<file path="config.mk">
export PLATFORM = sky130hd
export DESIGN_NAME = mem_port_arbiter
export DESIGN_NICKNAME = d
export VERILOG_FILES = /design/src/rtl/mem_port_arbiter.sv
export SDC_FILE = /design/constraint.sdc
export NUM_CORES = 1
export LEC_CHECK = 0
export CORE_MARGIN = 2
export CORE_UTILIZATION = 45
export CTS_BUF_LIST = sky130_fd_sc_hd__clkbuf_8 sky130_fd_sc_hd__clkbuf_16
export DETAILED_ROUTE_END_ITERATION = 10
export DONT_BUFFER_PORTS = 1
export PLACE_DENSITY_LB_ADDON = 0.3
export SLEW_MARGIN = 5
export SYNTH_ARGS = -nofsm -noshare
export SYNTH_HDL_FRONTEND = slang
export SYNTH_SLANG_ARGS = --single-unit
</file>
<file path="constraint.sdc">
create_clock -name clk -period 2 [get_ports clk]
set_clock_uncertainty 0.1 [all_clocks]
set_input_delay 0.2 -clock clk [delete_from_list [all_inputs] [get_ports clk]]
set_output_delay 0.2 -clock clk [all_outputs]
set_load 0.1 [all_outputs]
</file>
<file path="src/rtl/mem_port_arbiter.sv">
// Shares one variable-latency memory port between instruction fetch and load/store,
// with round-robin arbitration on contention and a timeout watchdog per access.
module mem_port_arbiter #(
   parameter int DATA_WIDTH = 32,
   parameter int TIMEOUT    = 16
) (
   input  logic                  clk,
   input  logic                  rstn,
   input  logic                  i_req,
   input  logic [DATA_WIDTH-1:0] i_addr,
   output logic                  i_done,
   output logic                  i_err,
   output logic [DATA_WIDTH-1:0] i_rdata,
   input  logic                  d_req,
   input  logic                  d_we,
   input  logic [DATA_WIDTH-1:0] d_addr,
   input  logic [DATA_WIDTH-1:0] d_wdata,
   input  logic [1:0]            d_maskmode,
   input  logic                  d_sext,
   output logic                  d_done,
   output logic                  d_err,
   output logic [DATA_WIDTH-1:0] d_rdata,
   output logic                  m_req,
   output logic                  m_we,
   output logic [DATA_WIDTH-1:0] m_addr,
   output logic [DATA_WIDTH-1:0] m_wdata,
   output logic [1:0]            m_maskmode,
   output logic                  m_sext,
   input  logic                  m_ready,
   input  logic [DATA_WIDTH-1:0] m_rdata
);

   localparam int CNT_W = $clog2(TIMEOUT);
   localparam logic [CNT_W-1:0] CNT_LAST = CNT_W'(TIMEOUT - 1);

   typedef enum logic [1:0] {
      IDLE,
      GRANT_I,
      GRANT_D
   } state_t;

   state_t           state;
   state_t           state_next;
   logic             last_grant;
   logic [CNT_W-1:0] tmo_cnt;
   logic             i_live;
   logic             d_live;
   logic             grant_i;
   logic             grant_d;
   logic             finish;
   logic             timed_out;

   // A requester still holding req during its own done cycle is not a new request.
   assign i_live = i_req & ~i_done;
   assign d_live = d_req & ~d_done;

   always_ff @(posedge clk) begin
      if (!rstn) begin
         state <= IDLE;
      end else begin
         state <= state_next;
      end
   end

   always_comb begin
      state_next = state;
      grant_i    = 1'b0;
      grant_d    = 1'b0;
      finish     = 1'b0;
      timed_out  = 1'b0;
      case (state)
         IDLE: begin
            if (i_live && (!d_live || last_grant)) begin
               grant_i    = 1'b1;
               state_next = GRANT_I;
            end else if (d_live) begin
               grant_d    = 1'b1;
               state_next = GRANT_D;
            end
         end
         GRANT_I, GRANT_D: begin
            if (m_ready) begin
               finish     = 1'b1;
               state_next = IDLE;
            end else if (tmo_cnt == CNT_LAST) begin
               finish     = 1'b1;
               timed_out  = 1'b1;
               state_next = IDLE;
            end
         end
         default: state_next = IDLE;
      endcase
   end

   // Memory request fields are latched once at grant and held for the whole access.
   always_ff @(posedge clk) begin
      if (!rstn) begin
         last_grant <= 1'b1;
         tmo_cnt    <= '0;
         m_req      <= 1'b0;
         m_we       <= 1'b0;
         m_addr     <= '0;
         m_wdata    <= '0;
         m_maskmode <= 2'b00;
         m_sext     <= 1'b0;
         i_done     <= 1'b0;
         i_err      <= 1'b0;
         i_rdata    <= '0;
         d_done     <= 1'b0;
         d_err      <= 1'b0;
         d_rdata    <= '0;
      end else begin
         i_done <= 1'b0;
         i_err  <= 1'b0;
         d_done <= 1'b0;
         d_err  <= 1'b0;
         if (grant_i) begin
            m_req      <= 1'b1;
            m_we       <= 1'b0;
            m_addr     <= i_addr;
            m_wdata    <= '0;
            m_maskmode <= 2'b10;
            m_sext     <= 1'b0;
            last_grant <= 1'b0;
            tmo_cnt    <= '0;
         end
         if (grant_d) begin
            m_req      <= 1'b1;
            m_we       <= d_we;
            m_addr     <= d_addr;
            m_wdata    <= d_wdata;
            m_maskmode <= d_maskmode;
            m_sext     <= d_sext;
            last_grant <= 1'b1;
            tmo_cnt    <= '0;
         end
         if ((state == GRANT_I || state == GRANT_D) && !finish) begin
            tmo_cnt <= tmo_cnt + 1'b1;
         end
         if (finish) begin
            m_req <= 1'b0;
            if (state == GRANT_I) begin
               i_done  <= 1'b1;
               i_err   <= timed_out;
               i_rdata <= timed_out ? '0 : m_rdata;
            end else begin
               d_done  <= 1'b1;
               d_err   <= timed_out;
               d_rdata <= (timed_out || m_we) ? '0 : m_rdata;
            end
         end
      end
   end

endmodule

</file>
# == Yosys cells after proc, flatten, opt, wreduce, memory -nomap -nowiden ==
# Index checks and enable logic that the tools add are counted.
# word_totals
out_inout_bits,137
wordCells,80
regBits,144
# classes
n_mux,33
n_eq_ne,5
bitwise_logic,7
n_reduce_logical,19
addsub,1
# ops
operator,n
$mux W32,6
$mux W1,17
$mux W2,6
$mux W4,3
$reduce_and A2 Y1,4
$ne A3 B3 Y1 const B,2
$reduce_or A2 Y1,3
$not A1 Y1,5
$add A4 B1 Y4 const B,1
$eq A4 B4 Y1 const B,1
$pmux W2 S2,1
$logic_or A1 B1 Y1,3
$reduce_and A3 Y1,1
$reduce_bool A3 Y1,1
$reduce_or A3 Y1,1
$and A1 B1 Y1,2
$eq A2 B1 Y1 const B,1
$eq A2 B2 Y1 const B,1
$logic_and A1 B1 Y1,2
$logic_not A1 Y1,2
$logic_not A2 Y1,1
$reduce_bool A2 Y1,1

# == Longest topological paths before layout ==
# depth
ltp_word,10
depth_mapped,8
mapped_depth_nobuf,6

# == Least setup slack after synthesis ==
# OpenSTA, ideal clock, no wires.
# synth_timing
kind,reg2reg
start,register d_done
end,register m_wdata[13]
stages_incl_launch_ff,7
required_ps,1833
setup_ps,67
synth_period_minus_slack_ps,2227
arrival_time_ps,2060
slack_ps,-227
cell_sequence,dfxtp_1 -> nor2b_1 -> o21ai_2 -> clkbuf_1 -> buf_2 -> a22oi_1 -> nor2b_1
# synth_via
elab_chain_len,8
word_cells_on_any_way,12
# synth_rtl
item,line_no,text
from (decl),20,"output logic d_done,"
from (signal assigned),109,d_done <= 1'b0;
from (signal assigned),115,d_done <= 1'b0;
from (signal assigned),147,d_done <= 1'b1;
$not A1 Y1 *,55,assign d_live = d_req & ~d_done;
$and A1 B1 Y1 *,55,
$logic_not A1 Y1,73,if (i_live && (!d_live || last_grant)) begin
$logic_or A1 B1 Y1,73,
$logic_and A1 B1 Y1,73,
$mux W1,73,
$mux W1,71,case (state)
$mux W32 or $reduce_bool A2 Y1 (tied branches),-,
to (signal assigned),131,m_wdata <= d_wdata;
to (decl),26,"output logic [DATA_WIDTH-1:0] m_wdata,"
# Mark *: on every way between the ends. The rest lies on a longest branch, timed or not.
# A chain may end at the register's enable or synchronous reset.

# == Worst setup path in the final report ==
# layout_timing
start,register tmo_cnt[0]
end,register d_rdata[4]
# layout_via
elab_chain_len,6
word_cells_on_any_way,9
# layout_rtl
item,line_no,text
from (decl),45,logic [CNT_W-1:0] tmo_cnt;
from (signal assigned),138,tmo_cnt <= tmo_cnt + 1'b1;
$eq A4 B4 Y1 *,85,end else if (tmo_cnt == CNT_LAST) begin
$mux W1 *,85,
$mux W1,82,if (m_ready) begin
$mux W1,71,
$logic_or A1 B1 Y1,149,d_rdata <= (timed_out || m_we) ? '0 : m_rdata;
$mux W32,149,
to (signal assigned),149,
to (decl),22,"output logic [DATA_WIDTH-1:0] d_rdata,"
# Marked as above.

==> flow_metrics.env <==
export IMPL_finalCritPeriodShare_pct=92.6
export IMPL_synthMuxAreaShare_pct=0
export IMPL_start_kind="register"
export IMPL_globalplace_congestion=0.779
export IMPL_netlist_area_um2=5250
export IMPL_rsz0062_at_grt="false"
export IMPL_cts_root_buf="clkbuf_16"
export IMPL_synth_cell_type_count=36
export IMPL_synth_nets=622
export IMPL_p_leak_nw=3.57
export IMPL_ys_ff_latch=144
export IMPL_num_io_pins=274
export IMPL_diodes=0
export IMPL_yosysSeqAreaShare_pct=54.9
export IMPL_coreArea_um2=11400
export IMPL_vias=5059
export IMPL_die_area_um2=12600
export IMPL_grt_pass1_wl_um=26600
export IMPL_start_util_pct=46.0
export IMPL_wl_met3_um=1340
export IMPL_synth_fa_ha_area_share_pct=0.714
export IMPL_dp_hpwl_um=9450
export IMPL_endpoint_kind="register"
export IMPL_clkTransAtPathRegs_ps=60
export IMPL_slew_viol_final=0
export IMPL_clk_latency_ps=420
export IMPL_fin_ws_ps=147
export IMPL_area_delta_synth_final_pct=58.7
export IMPL_max_freq_mhz=540
export IMPL_dpl_cell_count=725
export IMPL_final_common_cell="dfxtp_1"
export IMPL_maxSlewHeadroom_pct=54.7
export IMPL_status="finished, final reports clean"
export IMPL_whs_path_depth=4
export IMPL_die_x_um=112
export IMPL_num_rows=39
export IMPL_hold_path_class="in -> reg"
export IMPL_grt_max_degree=114
export IMPL_cts_tree="yes"
export IMPL_drt_pass1_iterations=6
export IMPL_remaining_drc_errors=0
export IMPL_totalPowerFinal_mw=9.30
export IMPL_grt_usage_pct=26.7
export IMPL_hold_violations=0
export IMPL_port_buffers=0
export IMPL_via_per_inst=5.67
export IMPL_route_met2_wl_um=8940
export IMPL_htreeDepth=4
export IMPL_routedWlPerCell_um=19.6
export IMPL_hold_slack_ps=106
export IMPL_numClockSinks=144
export IMPL_ant_nets=0
export IMPL_synthXorXnorAreaFrac_pct=0.167
export IMPL_crit_fanout=32
export IMPL_powerDensity_nw_per_um2=1110
export IMPL_stdcell_count=893
export IMPL_grt_pass1_vias=5129
export IMPL_arrival_ps=2110
export IMPL_crit_required_ps=2250
export IMPL_syn_inst=482
export IMPL_wl_met1_um=6660
export IMPL_syn_avg_cell_area_um2=10.9
export IMPL_final_util_pct=73.0
export IMPL_top_layer="met4"
export IMPL_finalCriticalPeriod_ps=1850
export IMPL_synth_top_family_by_area="compound AO/OA/AOI/OAI gates"
export IMPL_synth_compound_area_share_pct=23.6
export IMPL_cts_buffer_depth=2
export IMPL_worst_pin_slew_ps=677
export IMPL_cap_viol_max_count=0
export IMPL_nets=877
export IMPL_layout_common_cells="dfxtp_1, buf_4, dlygate4sd3_1, a22oi_1, nor2b_1"
export IMPL_finalSetupViolCount=0
export IMPL_r2r_cells=6
export IMPL_routed_wl_um=17500
export IMPL_antenna_found_initial=0
export IMPL_path_class="reg -> reg"
export IMPL_drtIter0Drc=444
export IMPL_postCtsSetupBuffers=0
export IMPL_cts_buffers=17
export IMPL_yosys_warnings=0
export IMPL_overflow=0
export IMPL_synth_simple_area_share_pct=15.7
export IMPL_die_y_um=112
export IMPL_worst_ir_drop_vdd_uv=892
export IMPL_preCtsSetupSlack_ps=-8.97
export IMPL_drive_gt1_share_pct=25.2
registers in the layout (all words and copies together), names as in the netlist:
name	flops
d_err	1
i_rdata	32
tmo_cnt	4
last_grant	1
m_we	1
m_sext	1
d_done	1
m_wdata	32
i_err	1
m_req	1
d_rdata	32
i_done	1
m_maskmode	2
state	2
m_addr	32
worst max-delay path, stage by stage (launching register included):
cell and delay (ps):
dfxtp_1 330, ha_1 230, a31o_2 270, nand2_1 150
o21a_1 130, buf_4 340, a22o_1 200
cells in the mapped netlist:
master | n | area share, %
a31o_2 | 1 | 0.17
and3_1 | 34 | 4.0
a22o_1 | 32 | 5.3
inv_1 | 4 | 0.29
buf_2 | 7 | 0.67
a21boi_0 | 1 | 0.14
inv_2 | 1 | 0.071
a21oi_1 | 2 | 0.19
a22oi_1 | 67 | 9.6
buf_4 | 3 | 0.43
o21a_1 | 2 | 0.29
nor2b_1 | 68 | 8.1
a31oi_1 | 1 | 0.12
o311a_1 | 1 | 0.19
nand3_1 | 8 | 0.76
o32ai_1 | 1 | 0.17
o21ai_0 | 4 | 0.38
nor2_1 | 3 | 0.21
dfxtp_1 | 144 | 55
and2_1 | 2 | 0.24
nor3_1 | 3 | 0.29
buf_6 | 7 | 1.5
nand2_1 | 8 | 0.57
or2_2 | 1 | 0.12
xnor2_1 | 1 | 0.17
nand2b_1 | 4 | 0.48
a221o_1 | 32 | 6.1
clkbuf_1 | 28 | 2.0
a2111oi_4 | 1 | 0.52
and2_4 | 1 | 0.17
nor2b_4 | 1 | 0.26
nor3_2 | 1 | 0.19
o21ai_2 | 1 | 0.17
o22ai_1 | 2 | 0.24
nand3b_1 | 2 | 0.29
ha_1 | 3 | 0.71
logic make-up (layout without fill, tap and decap cells):
logic type,after synthesis,after routing
AO/OA/AOI/OAI,148,149
XOR/XNOR,1,1
adder cells (fa/ha/maj),3,3
buffers and inverters,50,317
flip-flops,144,144
AND/OR/NAND/NOR,136,136
per-layer routing:
metal / track usage [%] / vias up
met5: 0 / -
met4: 12.4 / 0
met3: 8.05 / 42
met2: 46.4 / 295
met1: 30.2 / 2415
li1: - / 2307
power breakdown:
part           internal, mW  switching, mW  total [mW]
Combinational         0.783           2.20        2.99
Sequential             3.10          0.118        3.22
Clock                  1.92           1.18        3.09
per-stage QoR:
step                area, um2  TNS [ps]
finish                   8340         0
global route             8340         0
CTS                      8300         0
detailed placement       6350     -10.1
global placement         6350         0
floorplan                5260         0
what timing repair did:
action,CTS,global route
gates resized for setup,2,7
endpoints found under the setup margin,3,70
endpoints found under the hold margin,144,0
hold buffers,135,0
cloned,0,1
worst paths after layout:
path / startpoint / to / slack (ps)
worst max-delay path: tmo_cnt[0] / d_rdata[4] / 150
worst min-delay path: d_req / state[0] / 110
worst max register to register: tmo_cnt[0] / d_rdata[4] / 150
worst min register to register: state[1] / state[1] / 370
final cells by class:
type                    instances  area [um2]
clock buffers                  20         467
clock inverters                12         116
fillers                       751        3080
inverters                       5        18.8
multi-input cells             289        2160
flip-flops and latches        144        2890
well taps                     143         179
repair buffers                280        2510
Note: power is estimated with default switching activity, not from simulation.
